## src/rtl/spi_lcd_pkg.sv

```systemverilog
// Shared types and constants for the SPI LCD target receiver.
package spi_lcd_pkg;

   localparam int BYTE_W  = 8;
   localparam int ENTRY_W = BYTE_W + 1;

   localparam logic DC_CMD  = 1'b0;
   localparam logic DC_DATA = 1'b1;

   typedef enum logic [1:0] {
      WAIT_IDLE = 2'b00,
      IDLE      = 2'b01,
      SHIFT     = 2'b10
   } rx_state_e;

   function automatic logic [ENTRY_W-1:0] pack_entry(
      input logic              tag,
      input logic [BYTE_W-1:0] data
   );
      return {tag, data};
   endfunction

endpackage

```

## src/rtl/lcd_rx_fifo.sv

```systemverilog
// Show-ahead FIFO; a push into a full FIFO is accepted when a pop happens in the same cycle.
module lcd_rx_fifo #(
   parameter int WIDTH = 9,
   parameter int DEPTH = 8
) (
   input  logic             clk,
   input  logic             rst,
   input  logic             push,
   input  logic [WIDTH-1:0] din,
   input  logic             pop,
   output logic [WIDTH-1:0] dout,
   output logic             full,
   output logic             empty
);

   localparam int AW = $clog2(DEPTH);

   logic [WIDTH-1:0] mem_q [DEPTH];
   logic [AW-1:0]    wr_q, wr_d;
   logic [AW-1:0]    rd_q, rd_d;
   logic [AW:0]      cnt_q, cnt_d;
   logic             pop_ok;
   logic             push_ok;

   assign empty   = (cnt_q == '0);
   assign full    = (cnt_q == (AW+1)'(DEPTH));
   assign pop_ok  = pop & ~empty;
   assign push_ok = push & (~full | pop_ok);
   assign dout    = empty ? '0 : mem_q[rd_q];

   always_comb begin
      wr_d  = wr_q + AW'(push_ok);
      rd_d  = rd_q + AW'(pop_ok);
      cnt_d = cnt_q + (AW+1)'(push_ok) - (AW+1)'(pop_ok);
   end

   always_ff @(posedge clk) begin
      if (rst) begin
         wr_q  <= '0;
         rd_q  <= '0;
         cnt_q <= '0;
      end else begin
         wr_q  <= wr_d;
         rd_q  <= rd_d;
         cnt_q <= cnt_d;
      end
   end

   always_ff @(posedge clk) begin
      if (push_ok) mem_q[wr_q] <= din;
   end

endmodule

```

## src/rtl/spi_lcd_rx.sv

```systemverilog
// SPI (mode 0) target receiver for the LCD link: byte deserialiser,
// dc tagging, FIFO buffering, sticky error flags and a byte counter.
module spi_lcd_rx
   import spi_lcd_pkg::*;
#(
   parameter int FIFO_DEPTH  = 8,
   parameter int SYNC_STAGES = 2
) (
   input  logic              clk,
   input  logic              rst,
   input  logic              ss,
   input  logic              sck,
   input  logic              din,
   input  logic              dc,
   output logic [BYTE_W-1:0] rx_data,
   output logic              rx_dc,
   output logic              rx_valid,
   input  logic              rx_ready,
   output logic              ovf,
   output logic              frame_err,
   input  logic              clr_err,
   output logic [15:0]       byte_cnt
);

   logic [SYNC_STAGES-1:0] ss_sync_q, ss_sync_d;
   logic [SYNC_STAGES-1:0] sck_sync_q, sck_sync_d;
   logic [SYNC_STAGES-1:0] din_sync_q, din_sync_d;
   logic [SYNC_STAGES-1:0] dc_sync_q, dc_sync_d;
   logic ss_prev_q, sck_prev_q;
   logic ss_s, sck_s, din_s, dc_s;
   logic sck_rise, ss_rise, ss_fall;

   rx_state_e         state_q, state_d;
   logic [BYTE_W-2:0] shreg_q, shreg_d;
   logic [2:0]        bit_cnt_q, bit_cnt_d;
   logic              ovf_q, ovf_d;
   logic              frame_err_q, frame_err_d;
   logic [15:0]       byte_cnt_q, byte_cnt_d;

   logic               push;
   logic               frame_set;
   logic [ENTRY_W-1:0] push_entry;
   logic [ENTRY_W-1:0] head;
   logic               fifo_full, fifo_empty;
   logic               pop_ok, accept, drop;

   // Reset clears synchronisers to 0 so a held-low ss keeps us in WAIT_IDLE.
   always_comb begin
      ss_sync_d  = {ss_sync_q[SYNC_STAGES-2:0], ss};
      sck_sync_d = {sck_sync_q[SYNC_STAGES-2:0], sck};
      din_sync_d = {din_sync_q[SYNC_STAGES-2:0], din};
      dc_sync_d  = {dc_sync_q[SYNC_STAGES-2:0], dc};
   end

   assign ss_s     = ss_sync_q[SYNC_STAGES-1];
   assign sck_s    = sck_sync_q[SYNC_STAGES-1];
   assign din_s    = din_sync_q[SYNC_STAGES-1];
   assign dc_s     = dc_sync_q[SYNC_STAGES-1];
   assign sck_rise = sck_s & ~sck_prev_q;
   assign ss_rise  = ss_s & ~ss_prev_q;
   assign ss_fall  = ~ss_s & ss_prev_q;

   always_comb begin
      state_d    = state_q;
      shreg_d    = shreg_q;
      bit_cnt_d  = bit_cnt_q;
      push       = 1'b0;
      frame_set  = 1'b0;
      push_entry = pack_entry(dc_s, {shreg_q, din_s});
      unique case (state_q)
         WAIT_IDLE: begin
            if (ss_s) state_d = IDLE;
         end
         IDLE: begin
            if (ss_fall) begin
               state_d   = SHIFT;
               bit_cnt_d = '0;
            end
         end
         SHIFT: begin
            if (sck_rise) begin
               shreg_d   = {shreg_q[BYTE_W-3:0], din_s};
               bit_cnt_d = bit_cnt_q + 3'd1;
               push      = (bit_cnt_q == 3'd7);
            end
            // ss rise sees the count after any same-cycle sck_rise
            if (ss_rise) begin
               state_d   = IDLE;
               frame_set = (bit_cnt_d != '0);
               bit_cnt_d = '0;
            end
         end
         default: state_d = WAIT_IDLE;
      endcase
   end

   assign pop_ok = ~fifo_empty & rx_ready;
   assign accept = push & (~fifo_full | pop_ok);
   assign drop   = push & fifo_full & ~pop_ok;

   always_comb begin
      ovf_d       = drop | (ovf_q & ~clr_err);
      frame_err_d = frame_set | (frame_err_q & ~clr_err);
      byte_cnt_d  = byte_cnt_q + 16'(accept);
   end

   always_ff @(posedge clk) begin
      if (rst) begin
         ss_sync_q   <= '0;
         sck_sync_q  <= '0;
         din_sync_q  <= '0;
         dc_sync_q   <= '0;
         ss_prev_q   <= 1'b0;
         sck_prev_q  <= 1'b0;
         state_q     <= WAIT_IDLE;
         shreg_q     <= '0;
         bit_cnt_q   <= '0;
         ovf_q       <= 1'b0;
         frame_err_q <= 1'b0;
         byte_cnt_q  <= '0;
      end else begin
         ss_sync_q   <= ss_sync_d;
         sck_sync_q  <= sck_sync_d;
         din_sync_q  <= din_sync_d;
         dc_sync_q   <= dc_sync_d;
         ss_prev_q   <= ss_s;
         sck_prev_q  <= sck_s;
         state_q     <= state_d;
         shreg_q     <= shreg_d;
         bit_cnt_q   <= bit_cnt_d;
         ovf_q       <= ovf_d;
         frame_err_q <= frame_err_d;
         byte_cnt_q  <= byte_cnt_d;
      end
   end

   lcd_rx_fifo #(
      .WIDTH (ENTRY_W),
      .DEPTH (FIFO_DEPTH)
   ) u_fifo (
      .clk   (clk),
      .rst   (rst),
      .push  (push),
      .din   (push_entry),
      .pop   (rx_ready),
      .dout  (head),
      .full  (fifo_full),
      .empty (fifo_empty)
   );

   assign rx_valid  = ~fifo_empty;
   assign rx_dc     = head[ENTRY_W-1];
   assign rx_data   = head[BYTE_W-1:0];
   assign ovf       = ovf_q;
   assign frame_err = frame_err_q;
   assign byte_cnt  = byte_cnt_q;

endmodule

```

## config.mk

```make
export PLATFORM = sky130hd
export DESIGN_NAME = spi_lcd_rx
export DESIGN_NICKNAME = d
export VERILOG_FILES = /design/src/rtl/spi_lcd_pkg.sv /design/src/rtl/lcd_rx_fifo.sv /design/src/rtl/spi_lcd_rx.sv
export SDC_FILE = /design/constraint.sdc
export NUM_CORES = 1
export LEC_CHECK = 0
export BUFFER_PORTS_ARGS = -buffer_cell sky130_fd_sc_hd__buf_2
export CORE_MARGIN = 4
export CORE_UTILIZATION = 45
export DETAILED_ROUTE_END_ITERATION = 8
export GPL_TIMING_DRIVEN = 0
export SETUP_SLACK_MARGIN = 0.1
export SLEW_MARGIN = 30
export SYNTH_ARGS = -nofsm -noshare
export SYNTH_HDL_FRONTEND = slang
export SYNTH_HIERARCHICAL = 1
export SYNTH_SLANG_ARGS = --single-unit
```

## constraint.sdc

```tcl
create_clock -name clk -period 3.9 [get_ports clk]
set_clock_uncertainty 0.15 [all_clocks]
set_input_delay 0 -clock clk [delete_from_list [all_inputs] [get_ports clk]]
set_output_delay 0 -clock clk [all_outputs]
set_load 0.01 [all_outputs]
```

==> results of run 1 <==
Yosys cell counts (2+ instances only):
cell	instances	area, sq um
edfxtp_1	72	2160
dfxtp_1	50	1000
nor2_1	30	113
nand2_1	23	86.3
nor2b_1	23	144
ha_1	14	175
a21oi_1	12	60.1
inv_1	10	37.5
mux4_2	10	225
a22o_1	9	78.8
xnor2_1	9	78.8
clkbuf_1	8	30.0
mux4_1	8	210
xor2_1	7	61.3
nand2b_1	5	31.3
nand3_1	5	25.0
nand4_1	5	31.3
nor3_1	5	25.0
nor4_1	4	25.0
and2_1	3	18.8
o21ai_0	3	15.0
a32oi_1	2	17.5
buf_2	2	10.0
o211ai_1	2	15.0
layout by cell type, fill, tap and decap left out, types with 2 or more instances in the layout:
| cell type | synthesis | layout |
|---|---|---|
| nand4_1 | 5 | 5 |
| nor2b_1 | 23 | 23 |
| nor3_2 | 0 | 2 |
| buf_2 | 2 | 37 |
| mux4_1 | 8 | 8 |
| ha_1 | 14 | 14 |
| clkinv_2 | 0 | 2 |
| dfxtp_1 | 50 | 50 |
| and2_1 | 3 | 3 |
| nand2_1 | 23 | 23 |
| dlygate4sd3_1 | 0 | 12 |
| a21oi_1 | 12 | 12 |
| a32oi_1 | 2 | 2 |
| nor4_1 | 4 | 4 |
| edfxtp_1 | 72 | 72 |
| bufinv_16 | 0 | 3 |
| xor2_1 | 7 | 7 |
| nor2_1 | 30 | 28 |
| o211ai_1 | 2 | 2 |
| clkbuf_1 | 8 | 10 |
| nand2b_1 | 5 | 5 |
| clkinv_1 | 0 | 3 |
| nor2_2 | 0 | 2 |
| o21ai_0 | 3 | 3 |
| mux4_2 | 10 | 10 |
| inv_1 | 10 | 10 |
| nor3_1 | 5 | 3 |
| clkbuf_16 | 0 | 16 |
| a22o_1 | 9 | 9 |
| clkinvlp_4 | 0 | 3 |
| xnor2_1 | 9 | 9 |
| nand3_1 | 5 | 5 |
| buf_4 | 0 | 2 |
metal layers:
layer | wire [um] | share of wire | vias up | track usage
li1 | - | - | 1422 | -
met1 | 4250 | 0.46 | 1471 | 0.196
met2 | 4660 | 0.50 | 53 | 0.264
met3 | 313 | 0.034 | 8 | 0.0464
met4 | 102 | 0.011 | 0 | 0.0601
met5 | 0 | 0 | - | 0
sequential cells by signal, indices dropped and copies added (netlist names), 3 cells and up:
name          cells
shreg_q           7
u_fifo/mem_q     72
u_fifo/cnt_q      4
byte_cnt         16
u_fifo/rd_q       3
u_fifo/wr_q       3
bit_cnt_q         3
power groups by stage:
stage	clock (W)	sequential, W	combinational (W)
floorplan	0	0.00143	0.000473
global placement	0	0.00143	0.000632
detailed placement	0	0.00143	0.000642
CTS	0.00153	0.00141	0.000655
global route	0.00160	0.00141	0.000717
finish	0.00150	0.00141	0.000643
kinds of logic (layout without fill, tap and decap cells):
family / count (synthesis) / count (layout) / synth area share
flops: 122 / 122 / 0.645
fa+ha+maj: 15 / 15 / 0.0398
compound gates: 34 / 34 / 0.0475
mux: 19 / 19 / 0.0911
simple gates: 116 / 116 / 0.126
buf+inv: 22 / 103 / 0.0222
xor+xnor: 16 / 16 / 0.0286
final timing paths:
kind	startpoint	to	slack (ns)	depth (start not counted)
max	u_fifo/cnt_q[2]	byte_cnt[14]	0.98	13
min	clr_err	ovf	0.20	4
min reg2reg	sck_sync_q[0]	sck_sync_q[1]	0.29	1
max reg2reg	u_fifo/cnt_q[2]	byte_cnt[14]	0.98	13
stage by stage:
stage	instance area (sq um)	instances	total power [W]	setup slack, ns
after floorplan	4900	344	0.00190	1.22
after global placement	5250	515	0.00206	0.915
after detailed placement	5270	517	0.00208	0.964
after CTS	5970	561	0.00359	0.947
after global routing	5970	561	0.00373	0.710
final	5970	561	0.00355	0.976
worst max-delay path: stages, from the launching register on:
cell and delay, ns:
dfxtp_1 0.31, inv_1 0.07, ha_1 0.21, or3b_1 0.23
inv_1 0.08, inv_1 0.08, nand2_1 0.07, a21boi_0 0.27
ha_1 0.21, ha_1 0.21, and4_4 0.28, or4b_1 0.45
xor2_1 0.15, nor2_1 0.05
final cells by class:
class                           instances  area (sq um)  area share
Multi-Input combinational cell        200          1650       0.276
Sequential cell                       122          3160       0.530
Buffer                                 12          71.3      0.0119
Clock buffer                           19           422      0.0706
Inverter                               10          37.5     0.00629
Tap cell                              136           170      0.0285
Timing Repair Buffer                   49           310      0.0520
Clock inverter                         13           151      0.0254
==> impl_metrics.csv, run 1 <==
group,metric,value,unit
pwr,leakage,2.19,nW
floorplan,die_w,112,um
final_layout,syn2layout_area_growth,21.8,%
final_layout,nets,435,
floorplan,core-area,10500,sq um
timing,setup_viol,0,
logic_synthesis,ys.flop_type,"edfxtp_1",
clock_tree,cts_tree,"done",
grt,grt_pass1_vias,2991,
drt,drt_wl_total,9320,um
floorplan,placementRows,37,
placed_design,io_buffers,35,
grt,grt_pass1_wl,15200,um
logic_synthesis,ys_ff_latch,122,
timing,maxSlewHeadroom,0.370,
pwr,netSwitchingFraction,0.246,
timing,hold_slack,0.202,ns
timing,setup_tns,0,ns
pwr,clkPwrFrac,0.422,
clock_tree,clk_pin_slew,0.06,ns
drt,ant_nets,0,
clock_tree,postCtsHoldBufs,12,
grt,grt_usage,0.158,
placed_design,gp_congestion,0.764,
clock_tree,cts_setup_buffers,0,
timing,fin_crit,2.92,ns
worst_hold_path,min_path_type,"input pin to flip-flop",
logic_synthesis,syn_avg_cell_area,14.3,sq um
pwr,p_seq_frac,0.396,
timing,worstMarginPinSlew,0.941,ns
final_layout,fill_cells,896,
drt,avgViaCountPerCell,5.27,
worst_setup_path,crit_path_start_kind,"flip-flop",
logic_synthesis,synth_area,4900,sq um
worst_setup_path,worstSetupPathType,"flip-flop to flip-flop",
drt,via_count,2954,
logic_synthesis,yosys_warnings,6,
timing,final_hold_viol_count,0,
floorplan,dieArea,12600,sq um
placed_design,dp_hpwl,6080,um
grt,grt_antenna_before_repair,0,
timing,slew_violations,0,
drt,drt_pass1_iterations,4,
logic_synthesis,synthDistinctLibCells,47,
pwr,ir_drop,0.279,mV
worst_setup_path,worstSetupEndpointType,"flip-flop",
pwr,p_per_area,595,nW/um^2
timing,post-route-period-util,0.750,
worst_setup_path,cp.required,4.13,ns
logic_synthesis,netlist_instances,344,
logic_synthesis,syn-num-nets,367,
final_layout,antenna_cells,0,
final_layout,drive_gt1_frac,0.205,
grt,grt.overflow.total,0,
clock_tree,cts_buffers,17,
drt,drtIter0Drc,105,
pwr,power_frac_comb,0.181,
status,status,"finished, final reports clean",
floorplan,die_y,112,um
worst_setup_path,crit_fanout,5,
logic_synthesis,synth-edff-count,72,
clock_tree,clkSinkCount,122,
logic_synthesis,async_reset_ff_frac,0,
logic_synthesis,ys_seq_area_frac,0.645,
clock_tree,root_buffer,"clkbuf_8",
clock_tree,cts_buffer_depth,2,
pwr,power_switching,0.000873,W
floorplan,ios,36,
drt,drc_errors,0,
clock_tree,insertion_delay,0.51,ns
timing,rsz0062_at_grt,"false",
pwr,p_int,0.00268,W
worst_setup_path,crit_arrival,3.15,ns
timing,max_freq,342,MHz
grt,grt_max_degree,17,
clock_tree,h-tree-depth,4,
drt,wire_per_inst,16.6,um
job,drv_cap,0,
final_layout,final_core_util,0.571,
clock_tree,cts_resized,0,
floorplan,initial_core_util,0.469,
Note: power is estimated with default switching activity, not from simulation.
==> inputs of run 2 (changes only) <==
clock period = 3 ns   (was 3.9 ns; I/O delays follow)
==> run 2 against run 1 <==
Clock power rose by 30%. Combinational power rose by 33%. Die area did not move. Maximum frequency rose by 7.2%. Worst setup slack got worse by 0.70 ns. First-iteration DRC count rose by 35%. Worst hold slack got worse by 0.0066 ns. Critical path depth did not move. Design area rose by 0.61%.
==> impl_metrics.csv, run 2 (same netlist as run 1, synthesis figures left out) <==
group,metric,value,unit
status,status,"finished, final reports clean",
final_layout,multi_input_area,1680,sq um
placed_design,dp_hpwl,6080,um
final_layout,syn2layout_area_growth,22.5,%
grt,grt_usage,0.158,
clock_tree,insertion_delay,0.51,ns
timing,setup_tns,0,ns
pwr,p_per_area,773,nW/um^2
floorplan,die_w,112,um
floorplan,ios,36,
clock_tree,root_buffer,"clkbuf_8",
placed_design,io_buffers,35,
worst_setup_path,crit_path_start_kind,"flip-flop",
worst_setup_path,worstSetupPathType,"flip-flop to flip-flop",
grt,grt_pass1_vias,2991,
clock_tree,cts_buffer_depth,2,
final_layout,regArea,3160,sq um
worst_setup_path,crit_start,"u_fifo/cnt_q[2]",
final_layout,final_core_util,0.574,
grt,grt_max_degree,17,
timing,fin_crit,2.73,ns
placed_design,place_area,5270,sq um
worst_setup_path,worstSetupEndpointType,"flip-flop",
worst_hold_path,min_path_type,"input pin to flip-flop",
drt,ant_nets,0,
final_layout,fill_cells,888,
worst_setup_path,worstReg2RegStart,"u_fifo/cnt_q[2]",
timing,worstMarginPinSlew,0.947,ns
pwr,ir_drop,0.368,mV
final_layout,final_cell_mix,"edfxtp_1, dfxtp_1, buf_2, nor2_1, nor2b_1",
worst_setup_path,reg2reg_depth,13,
worst_hold_path,hp-start,"clr_err",
final_layout,nets,436,
timing,max_freq,366,MHz
placed_design,gp_congestion,0.764,
grt,grt_pass1_wl,15200,um
floorplan,core-area,10500,sq um
drt,via_count,2973,
worst_setup_path,r2r_slack,0.27,ns
timing,hold_slack,0.195,ns
pwr,leakage,2.19,nW
grt,grt_antenna_before_repair,0,
drt,avgViaCountPerCell,5.29,
drt,drt_wl_total,9400,um
final_layout,regMostFlops,"u_fifo/mem_q",
final_layout,postLayoutCellArea,6010,sq um
floorplan,dieArea,12600,sq um
grt,grt.overflow.total,0,
clock_tree,cts_buffers,17,
clock_tree,clk_pin_slew,0.06,ns
worst_setup_path,cp.required,3.23,ns
worst_setup_path,crit_fanout,5,
worst_setup_path,crit_arrival,2.96,ns
timing,final_hold_viol_count,0,
final_layout,largest_reg_flops,72,
clock_tree,h-tree-depth,4,
floorplan,placementRows,37,
pwr,power.total,0.00464,W
floorplan,initial_core_util,0.469,
timing,rsz0062_at_grt,"false",
floorplan,die_y,112,um
final_layout,final_common_cell,"edfxtp_1",
worst_hold_path,holdPathEnd,"ovf",
timing,setup_viol,0,
clock_tree,clkSinkCount,122,
worst_hold_path,min_path_cells,4,
drt,drt_pass1_iterations,4,
drt,drtIter0Drc,142,
final_layout,drive_gt1_frac,0.225,
final_layout,antenna_cells,0,
drt,wire_per_inst,16.7,um
timing,post-route-period-util,0.910,
clock_tree,cts_tree,"done",
timing,maxSlewHeadroom,0.366,
timing,slew_violations,0,
worst_setup_path,r2r_end,"byte_cnt[14]",
drt,drc_errors,0,
job,drv_cap,0,
[run 2: cell type report]
type / count / area share
clock buffer: 19 / 0.0702
inverter: 10 / 0.00625
multi-input combinational: 200 / 0.279
buffer: 12 / 0.0119
clock inverter: 13 / 0.0252
sequential: 122 / 0.526
timing repair buffer: 50 / 0.0529
tap: 136 / 0.0283
[run 2: worst max-delay path: stages (launching register included)]
cell      delay, ns
dfxtp_1        0.31
inv_1          0.07
ha_1           0.21
or3b_4         0.25
inv_1          0.06
inv_2          0.06
nand2_2        0.06
a21boi_2       0.15
ha_2           0.20
ha_4           0.14
and4_4         0.26
or4b_4         0.46
xor2_1         0.15
nor2_1         0.05
[run 2: metal layers]
metal / global-route usage / share of wire / up-vias
li1: - / - / 1424
met1: 0.196 / 0.45 / 1472
met2: 0.264 / 0.50 / 64
met3: 0.0464 / 0.039 / 13
met4: 0.0601 / 0.014 / 0
met5: 0 / 0 / -
[run 2: timing repair]
action	CTS	global route
resized for setup	1	9
pin swaps	0	2
gates cloned	0	0
endpoints found under the hold margin	50	0
endpoints found under the setup margin	1	2
hold buffers	12	0
buffers inserted	0	1
[run 2: through the flow]
stage / std cells / setup WS, ns
floorplan: 344 / 0.318
global placement: 515 / 0.0147
detailed placement: 517 / 0.0644
CTS: 561 / 0.126
global route: 562 / 0.118
finish: 562 / 0.271
[run 2: worst max-delay path by stage]
stage / endpoint / depth (start not counted) / slack (ns)
finish: byte_cnt[14] / 13 / 0.27
global route: byte_cnt[14] / 13 / 0.12
CTS: byte_cnt[14] / 10 / 0.13
detailed placement: byte_cnt[14] / 13 / 0.06
global placement: u_fifo/mem_q[1][0] / 4 / 0.01
floorplan: byte_cnt[14] / 13 / 0.32
[run 2: report_power, final]
| part | switching, W | internal (W) |
|---|---|---|
| registers | 0.0000317 | 0.00180 |
| logic | 0.000416 | 0.000441 |
| clock network | 0.000698 | 0.00125 |
| total | 0.00115 | 0.00350 |
